**src/rtl/probe_pkg.sv**
```systemverilog
// probe_pkg: shared types for the signal probe
// and its consumer-side bench
package probe_pkg;

  typedef enum logic [1:0] {
    PM_STROBE   = 2'd0,
    PM_PERIODIC = 2'd1,
    PM_CHANGE   = 2'd2,
    PM_OFF      = 2'd3
  } probe_mode_e;

  localparam int DROP_W = 16;

endpackage

```
**src/rtl/probe_fifo.sv**
```systemverilog
// probe_fifo: synchronous show-ahead FIFO with a
// registered head word, flush and occupancy count
module probe_fifo #(
  parameter int W     = 96,
  parameter int DEPTH = 16
) (
  input  logic                       clk,
  input  logic                       rst_n,
  input  logic                       flush,
  input  logic                       push,
  input  logic [W-1:0]               wdata,
  input  logic                       pop,
  output logic [W-1:0]               rdata,
  output logic [$clog2(DEPTH+1)-1:0] count,
  output logic                       full,
  output logic                       empty
);

  localparam int AW = $clog2(DEPTH);
  localparam int CW = $clog2(DEPTH+1);

  logic [W-1:0]  mem_q [DEPTH];
  logic [AW-1:0] wr_ptr_q, wr_ptr_d;
  logic [AW-1:0] rd_ptr_q, rd_ptr_d;
  logic [AW-1:0] rd_nxt;
  logic [CW-1:0] cnt_q, cnt_d;
  logic [W-1:0]  rdata_q, rdata_d;
  logic          wr, rd;

  assign full  = (cnt_q == CW'(DEPTH));
  assign empty = (cnt_q == '0);
  assign count = cnt_q;
  assign rdata = rdata_q;
  assign rd    = pop & ~empty;
  assign wr    = push & (~full | rd);
  assign rd_nxt = rd_ptr_q + AW'(1);

  // Pointer, count and head-word next state; flush wins
  always_comb begin
    wr_ptr_d = wr_ptr_q;
    rd_ptr_d = rd_ptr_q;
    cnt_d    = cnt_q;
    rdata_d  = rdata_q;
    if (flush) begin
      wr_ptr_d = '0;
      rd_ptr_d = '0;
      cnt_d    = '0;
      rdata_d  = '0;
    end else begin
      if (wr) wr_ptr_d = wr_ptr_q + AW'(1);
      if (rd) rd_ptr_d = rd_nxt;
      if (wr && !rd) cnt_d = cnt_q + CW'(1);
      else if (rd && !wr) cnt_d = cnt_q - CW'(1);
      if (rd) begin
        if (cnt_q == CW'(1)) rdata_d = wr ? wdata : '0;
        else rdata_d = mem_q[rd_nxt];
      end else if (wr && empty) begin
        rdata_d = wdata;
      end
    end
  end

  // Control and head registers
  always_ff @(posedge clk or negedge rst_n) begin
    if (!rst_n) begin
      wr_ptr_q <= '0;
      rd_ptr_q <= '0;
      cnt_q    <= '0;
      rdata_q  <= '0;
    end else begin
      wr_ptr_q <= wr_ptr_d;
      rd_ptr_q <= rd_ptr_d;
      cnt_q    <= cnt_d;
      rdata_q  <= rdata_d;
    end
  end

  // Storage array, no reset needed
  always_ff @(posedge clk) begin
    if (wr && !flush) mem_q[wr_ptr_q] <= wdata;
  end

endmodule

```
**src/rtl/probe_capture_fifo.sv**
```systemverilog
// probe_capture_fifo: event-triggered channel probe
// timestamps samples and queues them for a consumer
module probe_capture_fifo
  import probe_pkg::*;
#(
  parameter int NUM_CH = 4,
  parameter int CH_W   = 16,
  parameter int DEPTH  = 16,
  parameter int TS_W   = 32,
  parameter int PER_W  = 16
) (
  input  logic                       clk,
  input  logic                       rst_n,
  input  logic                       enable,
  input  logic                       clr,
  input  logic [1:0]                 cfg_mode,
  input  logic [PER_W-1:0]           cfg_period,
  input  logic                       ch_strobe,
  input  logic [NUM_CH*CH_W-1:0]     ch_data,
  output logic                       out_valid,
  input  logic                       out_ready,
  output logic [TS_W-1:0]            out_ts,
  output logic [NUM_CH*CH_W-1:0]     out_data,
  output logic [$clog2(DEPTH+1)-1:0] fill_level,
  output logic [DROP_W-1:0]          drop_cnt,
  output logic                       overflow
);

  localparam int DW = NUM_CH*CH_W;
  localparam int EW = TS_W + DW;

  probe_mode_e       mode;
  logic [TS_W-1:0]   ts_q, ts_d;
  logic [PER_W-1:0]  per_cnt_q, per_cnt_d;
  logic [DW-1:0]     last_q, last_d;
  logic              primed_q, primed_d;
  logic [DROP_W-1:0] drop_q, drop_d;
  logic              ovf_q, ovf_d;
  logic              ev, pop, push, drop;
  logic              full, empty;
  logic [EW-1:0]     rd_data;

  assign mode = probe_mode_e'(cfg_mode);

  // Capture event for the selected mode
  always_comb begin
    ev = 1'b0;
    case (mode)
      PM_STROBE:   ev = ch_strobe;
      PM_PERIODIC: ev = (per_cnt_q == cfg_period);
      PM_CHANGE:   ev = !primed_q || (ch_data != last_q);
      default:     ev = 1'b0;
    endcase
    ev = ev & enable;
  end

  assign pop  = out_valid & out_ready;
  assign push = ev & ~clr & (~full | pop);
  assign drop = ev & ~clr & full & ~pop;

  // Timestamp, trigger state and drop statistics
  always_comb begin
    ts_d      = ts_q + TS_W'(1);
    per_cnt_d = '0;
    last_d    = last_q;
    primed_d  = primed_q;
    drop_d    = drop_q;
    ovf_d     = ovf_q;
    if (!clr && enable && mode == PM_PERIODIC &&
        per_cnt_q != cfg_period)
      per_cnt_d = per_cnt_q + PER_W'(1);
    if (clr || !enable) begin
      primed_d = 1'b0;
    end else if (mode == PM_CHANGE && ev) begin
      primed_d = 1'b1;
      last_d   = ch_data;
    end
    if (clr) begin
      drop_d = '0;
      ovf_d  = 1'b0;
    end else if (drop) begin
      if (drop_q != '1) drop_d = drop_q + DROP_W'(1);
      ovf_d = 1'b1;
    end
  end

  // State registers
  always_ff @(posedge clk or negedge rst_n) begin
    if (!rst_n) begin
      ts_q      <= '0;
      per_cnt_q <= '0;
      last_q    <= '0;
      primed_q  <= 1'b0;
      drop_q    <= '0;
      ovf_q     <= 1'b0;
    end else begin
      ts_q      <= ts_d;
      per_cnt_q <= per_cnt_d;
      last_q    <= last_d;
      primed_q  <= primed_d;
      drop_q    <= drop_d;
      ovf_q     <= ovf_d;
    end
  end

  probe_fifo #(
    .W     (EW),
    .DEPTH (DEPTH)
  ) u_fifo (
    .clk   (clk),
    .rst_n (rst_n),
    .flush (clr),
    .push  (push),
    .wdata ({ts_q, ch_data}),
    .pop   (pop),
    .rdata (rd_data),
    .count (fill_level),
    .full  (full),
    .empty (empty)
  );

  assign out_valid = ~empty;
  assign out_ts    = rd_data[EW-1:DW];
  assign out_data  = rd_data[DW-1:0];
  assign drop_cnt  = drop_q;
  assign overflow  = ovf_q;

endmodule
```
**config.mk**
```make
export PLATFORM = sky130hd
export DESIGN_NAME = probe_capture_fifo
export DESIGN_NICKNAME = d
export VERILOG_FILES = /design/src/rtl/probe_pkg.sv /design/src/rtl/probe_fifo.sv /design/src/rtl/probe_capture_fifo.sv
export SDC_FILE = /design/constraint.sdc
export NUM_CORES = 2
export LEC_CHECK = 0
export CORE_ASPECT_RATIO = 0.75
export CORE_UTILIZATION = 50
export CTS_BUF_LIST = sky130_fd_sc_hd__clkbuf_8
export CTS_CLUSTER_SIZE = 12
export DETAILED_ROUTE_END_ITERATION = 6
export GPL_TIMING_DRIVEN = 0
export PLACE_DENSITY_LB_ADDON = 0.15
export SYNTH_ARGS = -nofsm -noshare
export SYNTH_HDL_FRONTEND = slang
export SYNTH_SLANG_ARGS = --single-unit
```
**constraint.sdc**
```tcl
create_clock -name clk -period 8.7 [get_ports clk]
set_clock_uncertainty 0.1 [all_clocks]
set_input_delay 1.305 -clock clk [delete_from_list [all_inputs] [get_ports clk]]
set_output_delay 1.305 -clock clk [all_outputs]
set_load 0.01 [all_outputs]
```
Word-level counts from Yosys, hierarchy flattened

Memory sizes are Yosys's and may differ from the RTL's.
Index checks and enable logic that the tools add are counted.

$add $sub $neg: 7
Equality and inequality tests: 8
Multiplexer cells: 23
Bitwise gates (word level): 15
Reduce and logical (&&, ||, !) cells: 26

Operator list:

| operator                | number |
|---|---|
| $mux W96                | 5 |
| $mux W16                | 4 |
| $ne A64 B64 Y1          | 1 |
| $add A16 B1 Y16 const B | 2 |
| $add A32 B1 Y32 const B | 1 |
| $eq A16 B16 Y1          | 1 |
| $mux W4                 | 4 |
| $ne A16 B16 Y1          | 1 |
| $ne A16 B16 Y1 const B  | 1 |
| $mux W5                 | 3 |
| $reduce_bool A2 Y1      | 5 |
| $add A4 B1 Y4 const B   | 2 |
| $and A1 B1 Y1           | 8 |
| $logic_and A1 B1 Y1     | 8 |
| $mux W1                 | 6 |
| $reduce_bool A3 Y1      | 2 |
| $add A5 B1 Y5 const B   | 1 |
| $eq A5 B1 Y1 const B    | 1 |
| $eq A5 B5 Y1 const B    | 1 |
| $logic_not A1 Y1        | 5 |
| $logic_not A5 Y1        | 1 |
| $not A1 Y1              | 5 |
| $sub A5 B1 Y5 const B   | 1 |
| $reduce_and A2 Y1       | 2 |
| 6 further kinds         | 8 |

Flip-flop bits (word level): 239
Memory bits (writable): 1536
Input bits: 88
Output and inout port bits: 119
Logic and storage cells: 90
Memories: 1

Memory list:

| memory       | words | width | rd ports | clocked after Yosys merged registers in | wr ports | RTL line         | source |
|---|---|---|---|---|---|---|---|
| u_fifo.mem_q | 16    | 96    | 1        | 0                                       | 1        | probe_fifo.sv:22 | `logic [W-1:0] mem_q [DEPTH];` |

Depth between registers and ports, before layout

Depth after elaboration: 12
Gate-level depth with buffers: 12
Mapped depth without buffers: 9

Modules after synthesis

Synthesis repeated with hierarchy kept, for this count alone.

Cells, all modules: 3550
Area, all modules: 69778.2 sq um

By module, submodules not included:

| module             | instances | cells an instance | area an instance (sq um) | sequential area each (sq um) |
|---|---|---|---|---|
| probe_fifo         | 1         | 2969              | 63038.0                  | 48851.9 |
| probe_capture_fifo | 1         | 581               | 6740.2                   | 3253.1 |

Worst setup path after synthesis

No wires, ideal clock.

Path kind: input to register
From: input port cfg_period[2]
To: memory u_fifo.mem_q[10][0], enable pin
Setup time: 552 ps
Data arrival time: 7274 ps
Data required time: 8048 ps
Setup slack: 774 ps
Cell stages on the path: 8
Path buffers: 0
Cells stage by stage: xor2_1 > nor4_1 > nand4_1 > o22ai_1 > o31a_1 > nand2_1 > or4b_2 > nor2_1

Longest elaborated chain between the ends: 9

RTL lines:

| element                       | RTL line                 | source |
|---|---|---|
| start: declaration            | probe_capture_fifo.sv:17 | `input logic [PER_W-1:0] cfg_period,` |
| $eq A16 B16 Y1                | probe_capture_fifo.sv:50 | `PM_PERIODIC: ev = (per_cnt_q == cfg_period);` |
| $pmux W1 S3                   | probe_capture_fifo.sv:48 | `case (mode)` |
| $and A1 B1 Y1                 | probe_capture_fifo.sv:54 | `ev = ev & enable;` |
| $and A1 B1 Y1 (2 in series)   | probe_capture_fifo.sv:58 | `assign push = ev & ~clr & (~full \| pop);` |
| $and A1 B1 Y1                 | probe_fifo.sv:35         | `assign wr = push & (~full \| rd);` |
| $logic_and A1 B1 Y1           | probe_fifo.sv:80         | `if (wr && !flush) mem_q[wr_ptr_q] <= wdata;` |
| $mux W1                       | probe_fifo.sv:80         |  |
| $mux W1 (not written as such) | probe_fifo.sv:80         |  |
| end: declaration              | probe_fifo.sv:22         |  |

No other way between the ends.

Worst setup path after layout

From: input port ch_data[47]
To: memory u_fifo.mem_q[11][81], enable pin

Longest elaborated chain between the ends: 10

RTL lines:

| element                       | RTL line                 | source |
|---|---|---|
| start: declaration            | probe_capture_fifo.sv:19 | `input logic [NUM_CH*CH_W-1:0] ch_data,` |
| $ne A64 B64 Y1                | probe_capture_fifo.sv:51 | `PM_CHANGE: ev = !primed_q \|\| (ch_data != last_q);` |
| $logic_or A1 B1 Y1            | probe_capture_fifo.sv:51 |  |
| $pmux W1 S3                   | probe_capture_fifo.sv:48 |  |
| $and A1 B1 Y1                 | probe_capture_fifo.sv:54 |  |
| $and A1 B1 Y1 (2 in series)   | probe_capture_fifo.sv:58 |  |
| $and A1 B1 Y1                 | probe_fifo.sv:35         |  |
| $logic_and A1 B1 Y1           | probe_fifo.sv:80         |  |
| $mux W1                       | probe_fifo.sv:80         |  |
| $mux W1 (not written as such) | probe_fifo.sv:80         |  |

No other way between the ends.

==> reports/summary.log <==
INFO  outcome        run_status=completed
INFO  floorplanning  floorplan.die.width=436um
INFO  synth          synthesis.area=70,700um2
INFO  timing         slew_headroom=8.67%
INFO  hold_path      worstHoldPathType=primary input to async pin
INFO  routing        detail_route.wl_per_cell=29.3um
INFO  setup_path     crit_type=primary input to flip-flop
INFO  setup_path     end_kind=flip-flop
INFO  timing         finalMaxSlewViolations=0
INFO  timing         setup-tns-final=0ns
INFO  setup_path     crit_required=9.27ns
INFO  placement      place.gp.congestion=0.833
INFO  clock_tree     clock_latency_of_the_later_clocked_register_in_the_worst_skew_pair=1.00ns
INFO  synth          synth-seq-area-share=73.7%
INFO  routing        pre_repair_dr_iteration_count=6
INFO  placement      pre_cts_slack=2.02ns
INFO  setup_path     worst_ep_arrival_time=6.35ns
INFO  routing        number_of_violations_reported_at_the_end_of_detailed_routing_iteration_0=4,515
INFO  layout         final_cell_utilization_of_the_core=58.1%
INFO  synth          ys_async_sr_fraction=13.5%
INFO  synth          synthesis.area_per_instance=18.8um2
INFO  synth          post_synth_edffs=1,536
INFO  power          vdd.ir_drop.worst=0.172mV
INFO  flow_run       maxCapViolations=0
INFO  global_routing grt_pass1_vias=38,675
INFO  timing         worst-slew-pin-transition=1.37ns
INFO  clock_tree     cts_hold_buf=0
INFO  floorplanning  fp.dieArea=143,000um2
INFO  layout         n_fill_cell=10,594
INFO  power          power.total=0.0209W
INFO  layout         final_cell_area=81,500um2
INFO  power          power_density=257nW/um2
INFO  floorplanning  fp-row-count=119
INFO  clock_tree     clock_tree.root_cell=clkbuf_8
INFO  clock_tree     cts_tree=done
INFO  floorplanning  initial_utilization=50.4%
INFO  timing         final-hold-violation-count=0
INFO  global_routing gr-total-overflow=0
INFO  synth          number_of_register_bits_inferred_by_synthesis=1,775
INFO  routing        wirelength=187,000um
INFO  timing         postLayoutSetupSlackWorst=2.92ns
INFO  synth          yosys_warnings=0
INFO  clock_tree     postCtsSetupRepairBufs=0
INFO  timing         setup_repair_after_global_routing_missed_its_margin=false
INFO  timing         timing.fmax=0.173GHz
INFO  global_routing grt_antenna_before_repair=12
INFO  routing        ant_nets=0
INFO  synth          ys.flop_type=edfxtp_1
INFO  setup_path     worstPathMaxFanout=22
INFO  layout         fin_nets=4,400
INFO  power          static-leakage-power=27.2nW
INFO  global_routing global_route.usage.total=26.3%
INFO  placement      dpl-instance-area=76,300um2
INFO  floorplanning  core_area=140,000um2
INFO  timing         finalCritPeriodShare=66.4%
INFO  timing         setup_viol_count_final=0
INFO  global_routing grt_pass1_wl=269,000um
INFO  floorplanning  dieHeight=328um
INFO  routing        num_vias=38,757
INFO  layout         synthToLayoutAreaGrowth=15.3%
INFO  clock_tree     htree_levels=5
INFO  placement      buffer_ports.inserted=204
INFO  setup_path     start_kind=primary input
INFO  routing        drc=0
INFO  placement      place.detailed.hpwl=119,000um
INFO  clock_tree     tritoncts.num_buffers=287
INFO  routing        vias_per_cell=6.06
INFO  floorplanning  io-pin-count=207
INFO  synth          syn-num-nets=3,859
INFO  clock_tree     cts_resized=0
INFO  global_routing largest_net_degree_at_the_start_of_global_routing=85
INFO  clock_tree     tritoncts_num_sinks=1,775
INFO  timing         layout_min_cycle_time=5.78ns
INFO  synth          post_synth_cell_types=53
INFO  layout         final_layout_size_suffix_gt1_share=20.3%
INFO  clock_tree     clock_buffer_depth=4
INFO  clock_tree     clk_pin_slew_worst_paths=0.06ns
INFO  synth          post_synth_inst_count=3,760
-- sequential cells by signal, summed over array words and instances, names as in the netlist --
signal,flops
per_cnt_q,16
primed_q,1
overflow,1
ts_q,32
u_fifo.rd_ptr_q,4
u_fifo.mem_q,1536
u_fifo.rdata,96
drop_cnt,16
u_fifo.count,5
u_fifo.wr_ptr_q,4
last_q,64
-- synth_stat cells (2+ instances only) --
cell	instances	area (um2)
buf_2	17	85.1
a221oi_1	2	17.5
nand3b_1	2	15.0
o22ai_1	5	31.3
o31ai_1	9	67.6
buf_1	44	165
or3_1	9	56.3
o2bb2ai_1	96	841
nor2_1	235	882
buf_4	6	45.0
nor3_1	7	35.0
a21oi_1	301	1510
ha_1	11	138
mux2_2	67	754
or4_1	9	67.6
xnor2_1	45	394
mux4_2	385	8670
edfxtp_1	1536	46100
buf_6	4	45.0
nand4_1	23	144
a31oi_1	6	37.5
a211oi_1	100	751
dfrtp_1	239	5980
and2_1	13	81.3
nand3_1	25	125
and4_1	3	26.3
nand2_1	38	143
mux2i_1	97	971
clkbuf_1	152	571
and3_1	10	62.6
o21ai_0	8	40.0
nor2b_1	110	688
nor4_1	15	93.8
or2_2	2	12.5
a32oi_1	3	26.3
inv_1	30	113
a2111oi_0	3	26.3
xor2_1	73	639
nand2b_1	6	37.5
-- area by class of cell --
class / count / area (um2) / area share, %
repair buffers: 252 / 3200 / 3.92
diodes: 18 / 45.0 / 0.0553
clock buffers: 318 / 4380 / 5.37
plain buffers: 223 / 927 / 1.14
flip-flops and latches: 1775 / 52100 / 63.9
well taps: 1875 / 2350 / 2.88
clock inverters: 173 / 774 / 0.950
multi-input cells: 1732 / 17600 / 21.6
inverters: 30 / 113 / 0.138
-- power breakdown --
part | leakage, nW | internal, W | total [W] | switching [W]
Clock | 3.06 | 0.00342 | 0.00664 | 0.00322
Sequential | 17.5 | 0.00946 | 0.00963 | 0.000178
Combinational | 6.61 | 0.00192 | 0.00465 | 0.00273
Total | 27.2 | 0.0148 | 0.0209 | 0.00612
-- kinds of logic (layout without fill, tap and decap cells) --
logic type               Yosys count  count (layout)  share of synthesized area (%)
multiplexers                     549             549                           14.7
AO/OA/AOI/OAI                    541             541                           4.86
buffers and inverters            253             996                           1.45
XOR/XNOR                         118             118                           1.46
other                              0              18                              0
adder cells (fa/ha/maj)           11              11                          0.195
flip-flops                      1775            1775                           73.7
AND/OR/NAND/NOR                  513             513                           3.57
-- placed cells by master, fill, tap and decap left out, types with 33 or more instances in the layout --
cell type,count
edfxtp_1,1536
mux4_2,385
clkbuf_8,318
a21oi_1,301
dfrtp_1,239
nor2_1,231
clkdlybuf4s50_1,203
clkbuf_1,140
inv_1,139
nor2b_1,110
a211oi_1,100
mux2i_1,97
o2bb2ai_1,96
xor2_1,72
mux2_2,67
xnor2_1,45
buf_1,43
nand2_1,38
clkinv_1,33
-- worst max-delay path, stage by stage --
cell and delay (ns):
clkdlybuf4s50_1 0.94, xor2_1 0.62, nor4_1 0.14, nand2_1 0.20, or4_4 0.18, o31a_1 0.47
nand2_1 0.30, or4b_2 0.85, nor2_4 0.76, buf_12 0.28, buf_12 0.21
-- path summary, 6_finish.rpt --
kind / start / end / slack, ns / depth (start not counted)
worst max-delay path: ch_data[47] / u_fifo.mem_q[11][81] / 2.92 / 11
worst min-delay path: rst_n / u_fifo.rdata[53] / 0.18 / 1
worst max register to register: u_fifo.rd_ptr_q[1] / u_fifo.rdata[5] / 2.96 / 13
worst min register to register: u_fifo.rdata[24] / u_fifo.rdata[24] / 0.39 / 1
max in group asynchronous: rst_n / u_fifo.rdata[89] / 7.33 / 2
min in group clk: u_fifo.rdata[24] / u_fifo.rdata[24] / 0.39 / 1
-- stage by stage --
stage	hold slack, ns	std cells
final	0.180	6396
after global routing	0.197	6380
after CTS	0.159	6378
after detailed placement	0.374	5887
after global placement	0.362	5839
after floorplan	0.346	3760
-- metal layers --
metal / part of all wire, % / GRT usage (%) / wire (um)
met5: 0.0064 / 0 / 12
met4: 2.3 / 7.70 / 4310
met3: 9.3 / 6.07 / 17400
met2: 45 / 39.1 / 84700
met1: 43 / 39.1 / 80700
Note: power is estimated with default switching activity, not from simulation.
